$ cat src/rtl/cp0_pkg.sv
// Shared CP0 definitions: register numbers, field positions and exception codes.
// The hazard unit and the decoder import these definitions as well.
package cp0_pkg;

    localparam logic [4:0] CP0_SR    = 5'd12;
    localparam logic [4:0] CP0_CAUSE = 5'd13;
    localparam logic [4:0] CP0_EPC   = 5'd14;
    localparam logic [4:0] CP0_PRID  = 5'd15;

    localparam logic [31:0] PRID_VALUE = 32'h0000_4D49;

    localparam int SR_IM_HI     = 15;
    localparam int SR_IM_LO     = 10;
    localparam int SR_EXL       = 1;
    localparam int SR_IE        = 0;
    localparam int CAUSE_BD     = 31;
    localparam int CAUSE_IP_HI  = 15;
    localparam int CAUSE_IP_LO  = 10;
    localparam int CAUSE_EXC_HI = 6;
    localparam int CAUSE_EXC_LO = 2;

    typedef enum logic [4:0] {
        EXC_INT  = 5'd0,
        EXC_ADEL = 5'd4,
        EXC_ADES = 5'd5,
        EXC_RI   = 5'd10,
        EXC_OV   = 5'd12
    } exc_code_e;

endpackage

$ cat src/rtl/cp0.sv
// Coprocessor 0: status/cause/EPC/PRId registers, interrupt and exception request,
// mtc0/mfc0 access and eret handling for the M stage.
module cp0
    import cp0_pkg::*;
(
    input  logic        clk,
    input  logic        reset,
    input  logic [4:0]  A1,
    input  logic [4:0]  A2,
    input  logic [31:0] DIn,
    input  logic [31:0] PC,
    input  logic [4:0]  ExcCode,
    input  logic        BD,
    input  logic [5:0]  HWInt,
    input  logic        We,
    input  logic        EXLClr,
    output logic        IntReq,
    output logic [31:0] EPC,
    output logic [31:0] DOut
);

    logic [5:0]  im;
    logic        exl;
    logic        ie;
    logic        cause_bd;
    logic [5:0]  ip;
    logic [4:0]  exc;
    logic [31:0] epc_reg;

    logic        int_pend;
    logic        exc_pend;
    logic [31:0] pc_adj;
    logic [31:0] epc_target;
    logic [31:0] sr_word;
    logic [31:0] cause_word;

    assign int_pend   = (|(HWInt & im)) & ie & ~exl;
    assign exc_pend   = (ExcCode != 5'd0) & ~exl;
    assign IntReq     = int_pend | exc_pend;
    // A delay-slot instruction restarts at its branch so the branch re-executes.
    assign pc_adj     = BD ? (PC - 32'd4) : PC;
    assign epc_target = pc_adj & 32'hFFFF_FFFC;
    assign EPC        = epc_reg;

    always_comb begin
        sr_word = '0;
        sr_word[SR_IM_HI:SR_IM_LO] = im;
        sr_word[SR_EXL]            = exl;
        sr_word[SR_IE]             = ie;

        cause_word = '0;
        cause_word[CAUSE_BD]                   = cause_bd;
        cause_word[CAUSE_IP_HI:CAUSE_IP_LO]    = ip;
        cause_word[CAUSE_EXC_HI:CAUSE_EXC_LO]  = exc;

        case (A1)
            CP0_SR:    DOut = sr_word;
            CP0_CAUSE: DOut = cause_word;
            CP0_EPC:   DOut = epc_reg;
            CP0_PRID:  DOut = PRID_VALUE;
            default:   DOut = '0;
        endcase
    end

    always_ff @(posedge clk or posedge reset) begin
        if (reset) begin
            im       <= '0;
            exl      <= 1'b0;
            ie       <= 1'b0;
            cause_bd <= 1'b0;
            ip       <= '0;
            exc      <= '0;
            epc_reg  <= '0;
        end else begin
            ip <= HWInt;
            if (IntReq) begin
                exl      <= 1'b1;
                cause_bd <= BD;
                exc      <= int_pend ? 5'(EXC_INT) : ExcCode;
                epc_reg  <= epc_target;
            end else begin
                if (We && A2 == CP0_SR) begin
                    im  <= DIn[SR_IM_HI:SR_IM_LO];
                    ie  <= DIn[SR_IE];
                    // eret in the same cycle overrides the written EXL bit.
                    exl <= DIn[SR_EXL] & ~EXLClr;
                end else if (EXLClr) begin
                    exl <= 1'b0;
                end
                if (We && A2 == CP0_EPC)
                    epc_reg <= DIn & 32'hFFFF_FFFC;
            end
        end
    end

endmodule
$ cat config.mk
export PLATFORM = sky130hd
export DESIGN_NAME = cp0
export DESIGN_NICKNAME = d
export VERILOG_FILES = /design/src/rtl/cp0_pkg.sv /design/src/rtl/cp0.sv
export SDC_FILE = /design/constraint.sdc
export NUM_CORES = 1
export LEC_CHECK = 0
export ABC_AREA = 1
export CORE_UTILIZATION = 45
export CTS_BUF_LIST = sky130_fd_sc_hd__clkbuf_4
export CTS_CLUSTER_DIAMETER = 30
export DETAILED_ROUTE_END_ITERATION = 8
export GPL_TIMING_DRIVEN = 1
export PLACE_DENSITY = 0.9
export SLEW_MARGIN = 15
export SYNTH_ARGS = -nofsm -noshare
export SYNTH_HDL_FRONTEND = slang
export SYNTH_SLANG_ARGS = --single-unit
export TNS_END_PERCENT = 50
$ cat constraint.sdc
create_clock -name clk -period 1.7 [get_ports clk]
set_input_delay 0.255 -clock clk [delete_from_list [all_inputs] [get_ports clk]]
set_output_delay 0.255 -clock clk [all_outputs]
set_load 0.01 [all_outputs]
==> impl_metrics.env <==
export IMPL_cp_required_ns=1.44
export IMPL_synth_enable_flop_cells=0
export IMPL_synth_cell_types=38
export IMPL_netlist_area_sq_um=3860
export IMPL_drtIter0Drc=270
export IMPL_overflow=0
export IMPL_reg2reg_depth=10
export IMPL_status="finished with violations"
export IMPL_dieArea_sq_um=8950
export IMPL_synthArstFlopShare_pct=100
export IMPL_yosysSeqAreaShare_pct=32.4
export IMPL_maxCapViolations=0
export IMPL_drt_pass1_iter_count=5
export IMPL_dp_cells=896
export IMPL_synth_seq_cells=50
export IMPL_synth_avg_cell_area_sq_um=6.52
export IMPL_areaGrowthSynthToFinish_pct=56.2
export IMPL_reg2reg_from="im[4]"
export IMPL_drtAntennaViolNets=0
export IMPL_die_x_um=94.6
export IMPL_grt_usage_pct=31.5
export IMPL_critPathLaunchType="flip-flop"
export IMPL_rsz0062_at_grt="true"
export IMPL_slew_violations=0
export IMPL_critPathCaptureType="output pin"
export IMPL_drc=0
export IMPL_powerDensity_nw_per_um2=1120
export IMPL_cts_sinks=50
export IMPL_clk_pin_slew_ns=0.17
export IMPL_timing_fmax_mhz=580
export IMPL_vdd_drop_max_mv=0.598
export IMPL_wl_per_cell_um=15.3
export IMPL_synth_top_area_cell="dfrtp_1"
export IMPL_synth_ff_type="dfrtp_1"
export IMPL_yosysWarnings=0
export IMPL_syn_inst=592
export IMPL_grt_pass1_vias=4744
export IMPL_grt_max_degree=51
export IMPL_hp_class="input pin to async pin"
export IMPL_layoutNonFillerInstCount=913
export IMPL_layout_nets=898
export IMPL_gp_congestion=0.940
export IMPL_synth_area_leaders="dfrtp_1 (32%), nand2_1 (19%), inv_1 (8.7%)"
export IMPL_setup_worst_path_start="im[4]"
export IMPL_die_y_um=94.6
export IMPL_antenna_cells=0
export IMPL_min_period_over_period_pct=101
export IMPL_vias_per_cell=5.17
export IMPL_start_util_pct=46.8
export IMPL_clock_skew_final_ns=0.0219
export IMPL_pin_count=155
export IMPL_arrival_ns=1.47
export IMPL_critical_path_class="flip-flop to output pin"
export IMPL_layout_commonest_cell="nand2_1"
export IMPL_setup_viol=1
export IMPL_cts_buffer_depth=2
export IMPL_core_sq_um=8260
export IMPL_fillers=619
export IMPL_core_rowCount=33
export IMPL_vias=4718
export IMPL_crit_fanout=2
export IMPL_worst_slack_ns=-0.0229
export IMPL_final_cell_mix="nand2_1 (187), clkdlybuf4s50_1 (111), inv_1 (85)"
export IMPL_p_leak_uw=0.00309
export IMPL_final_hold_viol_count=0
export IMPL_place_ws_ns=-0.617
export IMPL_cts_made_buffers=5
export IMPL_io_buffers=150
export IMPL_synth_top_area_share_pct=32.4
export IMPL_cts_tree="built"
export IMPL_cts_hold_buf=0
export IMPL_final_min_clock_period_ns=1.72
export IMPL_drt_wl_total_um=14000
export IMPL_htreeDepth=2
export IMPL_drive_gt1_share_pct=23.8
export IMPL_violations="negative setup slack"
export IMPL_dp_hpwl_um=10600
export IMPL_antenna_found_initial=0
export IMPL_clk_latency_ns=0.39
export IMPL_cts_root_buffer="clkbuf_4"
export IMPL_grt_pass1_wl_um=21800
-- critical path: stages, from the launching register on --
cell and delay (ns):
dfrtp_1 0.42, nand2_1 0.08, nand2_1 0.07, nor2_2 0.11
nand2_2 0.09, nand3_4 0.10, nand2_8 0.07, buf_6 0.13
-- cells in the mapped netlist, types with 3 or more instances --
cell type,instances
dfrtp_1,50
o211ai_1,3
buf_4,6
nand4_1,12
buf_8,3
inv_2,6
nor3_1,3
nand3_1,37
a21oi_1,3
nor2_1,72
buf_6,5
o22ai_1,3
xor2_1,5
inv_1,90
nand3_2,4
nand2_1,191
nor2_4,7
nand2_2,11
nor2_2,10
o21ai_0,21
clkbuf_1,3
o21ai_2,11
o21ai_1,17
-- cell families after synthesis --
family	after synthesis	synth area share, %
adder cells (fa/ha/maj)	1	0.324
XOR/XNOR	5	1.13
AO/OA/AOI/OAI	67	10.8
AND/OR/NAND/NOR	354	41.6
other	1	0.0971
buffers and inverters	114	13.6
flip-flops	50	32.4
-- through the flow --
| stage | hold slack [ns] | area, sq um | power, uW | setup TNS, ns | utilization, % |
|---|---|---|---|---|---|
| 6_report | 0.199 | 6030 | 6770 | -0.0229 | 73.0 |
| 5_1_grt | 0.208 | 6030 | 7240 | -1.16 | 73.0 |
| 4_1_cts | 0.210 | 5980 | 6610 | -0.0212 | 72.5 |
| 3_5_place_dp | 0.491 | 5890 | 5950 | -28.60 | 71.3 |
| 3_3_place_gp | 0.479 | 5890 | 5780 | -20.89 | 71.3 |
| 2_1_floorplan | 0.286 | 3860 | 4250 | 0 | - |
-- repair_timing --
action	4_1_cts	5_1_grt
buffers inserted	6	2
gates cloned	1	0
endpoints found under the setup margin	39	31
hold endpoints to repair	0	0
gates resized for setup	172	14
pin swaps	9	2
-- flip-flops by register name, summed over array words and instances, names as in the netlist --
signal,cells
EPC,30
im,6
ip,6
exc,5
cause_bd,1
exl,1
ie,1
-- area by class of cell --
cell class	count	area (sq um)	area share (%)
sequential	50	1250	20.8
timing repair buffer	224	2010	33.3
tap	105	131	2.18
inverter	97	384	6.37
clock buffer	5	37.5	0.623
multi-input combinational	429	2190	36.3
clock inverter	3	28.8	0.477
-- per-layer routing --
metal	part of all wire (%)	wire length, um	track usage [%]
met5	0	0	0
met4	3.4	482	14.1
met1	39	5430	35.8
met3	7.8	1080	6.60
met2	50	6980	56.5
-- report_power, final --
part           switching [uW]  internal (uW)
registers                 398           1730
logic                    2160           1870
clock network             433            178
total                    2990           3780
-- worst paths after layout --
kind,end,slack (ns)
max,IntReq,-0.02
min,ip[0],0.20
max reg2reg,EPC[3],0.01
min reg2reg,EPC[24],0.53
max in group asynchronous,EPC[7],1.25
min in group clk,ip[0],0.31
No activity file was read; power rests on OpenSTA's default activity.
==> RTL change (config.mk and constraints unchanged) <==
Register the output `DOut`, cleared by the reset; this adds one clock of latency there. The other outputs are not delayed to match.
--- a/src/rtl/cp0.sv
+++ b/src/rtl/cp0.sv
@@ -18,6 +18,8 @@
     output logic [31:0] EPC,
     output logic [31:0] DOut
 );
+
+    logic [31:0] DOut_d;
 
     logic [5:0]  im;
     logic        exl;
@@ -54,11 +56,11 @@
         cause_word[CAUSE_EXC_HI:CAUSE_EXC_LO]  = exc;
 
         case (A1)
-            CP0_SR:    DOut = sr_word;
-            CP0_CAUSE: DOut = cause_word;
-            CP0_EPC:   DOut = epc_reg;
-            CP0_PRID:  DOut = PRID_VALUE;
-            default:   DOut = '0;
+            CP0_SR:    DOut_d = sr_word;
+            CP0_CAUSE: DOut_d = cause_word;
+            CP0_EPC:   DOut_d = epc_reg;
+            CP0_PRID:  DOut_d = PRID_VALUE;
+            default:   DOut_d = '0;
         endcase
     end
 
@@ -93,4 +95,12 @@
         end
     end
 
+    always_ff @(posedge clk or posedge reset) begin
+        if (reset) begin
+            DOut <= '0;
+        end else begin
+            DOut <= DOut_d;
+        end
+    end
+
 endmodule
Formal check against the unedited RTL: not equivalent (Yosys sat finds a counterexample within 4 cycles, from zero or initial values and one cycle with reset high).
==> RTL change against the original RTL <==
  * The run still ends with negative setup slack left
  * Die area up 15%
  * Clock power up 90%
  * Worst setup slack better by 0.0060 ns
  * Area after synthesis up 16%
  * Count of clock-buffer cells in the layout up 4
  * Synthesized cell count up 4.7%
  * Fmax up 0.35%
  * Design area up 15%
  * Sequential cell count up 32
  * Critical path depth unchanged
  * Routed wire length up 0.97%
  * Power up 19%
  * Largest power group unchanged
==> RTL change: results <==
export IMPL_status="finished with violations"
export IMPL_violations="negative setup slack"
export IMPL_fillCellCount=692
export IMPL_grt_max_degree=43
export IMPL_buffers=235
export IMPL_buf_share_pct=32.4
export IMPL_drt_met1_wl_um=6030
export IMPL_pwr_share_clk_pct=14.4
export IMPL_nets=941
export IMPL_areaGrowthSynthToFinish_pct=55.9
export IMPL_nFlopsAndLatches=82
export IMPL_crit_start="im[1]$_DFFE_PP0P_"
export IMPL_drt_iter0_markers=280
export IMPL_timing_rr_end="EPC[19]$_DFFE_PP0P_"
export IMPL_dr_wl_met2_um=6790
export IMPL_rrSetupSlack_ns=0.05
export IMPL_place_area_sq_mm=0.00668
export IMPL_clkCellAreaFrac_pct=2.05
export IMPL_avgSynthCellArea_sq_um=7.19
export IMPL_setup_viol=1
export IMPL_grt_pass1_wl_um=22600
export IMPL_holdWs_ns=0.244
export IMPL_dr_wl_met3_um=798
export IMPL_worstRegToRegCells=11
export IMPL_largest_reg_flops=32
export IMPL_nonClockInverterCount=82
export IMPL_netlist_top_cells_area="dfrtp_1 (46%), nand2_1 (19%), nor2_1 (6.8%)"
export IMPL_place_congestion=0.926
export IMPL_timing_final_ws_setup_ns=-0.0169
export IMPL_p_leak_nw=3.57
export IMPL_worstPathMaxFanout=4
export IMPL_multiInputGateArea_sq_mm=0.00203
export IMPL_path_clk_slew_ns=0.14
-- RTL change: critical path, cell delays in order (launching register included) --
cell     delay [ns]
dfrtp_1        0.41
nand2_1        0.08
nand2_2        0.06
a21oi_2        0.12
nand2_2        0.08
nand3_4        0.09
nand2_8        0.06
buf_6          0.12
-- RTL change: per-layer routing --
layer / GRT usage [%] / up-vias
met5: 0 / -
met4: 12.8 / 0
met3: 4.49 / 42
met2: 47.4 / 196
met1: 37.1 / 2233
li1: - / 2371
-- RTL change: timing repair --
item                                   CTS  global route
gates resized for setup                 10            30
endpoints found under the hold margin    0             0
cloned                                   0             1
setup buffers                            4             1
setup endpoints to repair               29            50
pin swaps                                0             1
-- RTL change: cells by family after synthesis --
logic type	count (synthesis)	share of synthesized area, %
adder cells (fa/ha/maj)	1	0.280
buffers and inverters	99	9.26
XOR/XNOR	8	1.57
AND/OR/NAND/NOR	370	35.4
AO/OA/AOI/OAI	59	7.38
flip-flops	82	46.0
other	1	0.0841
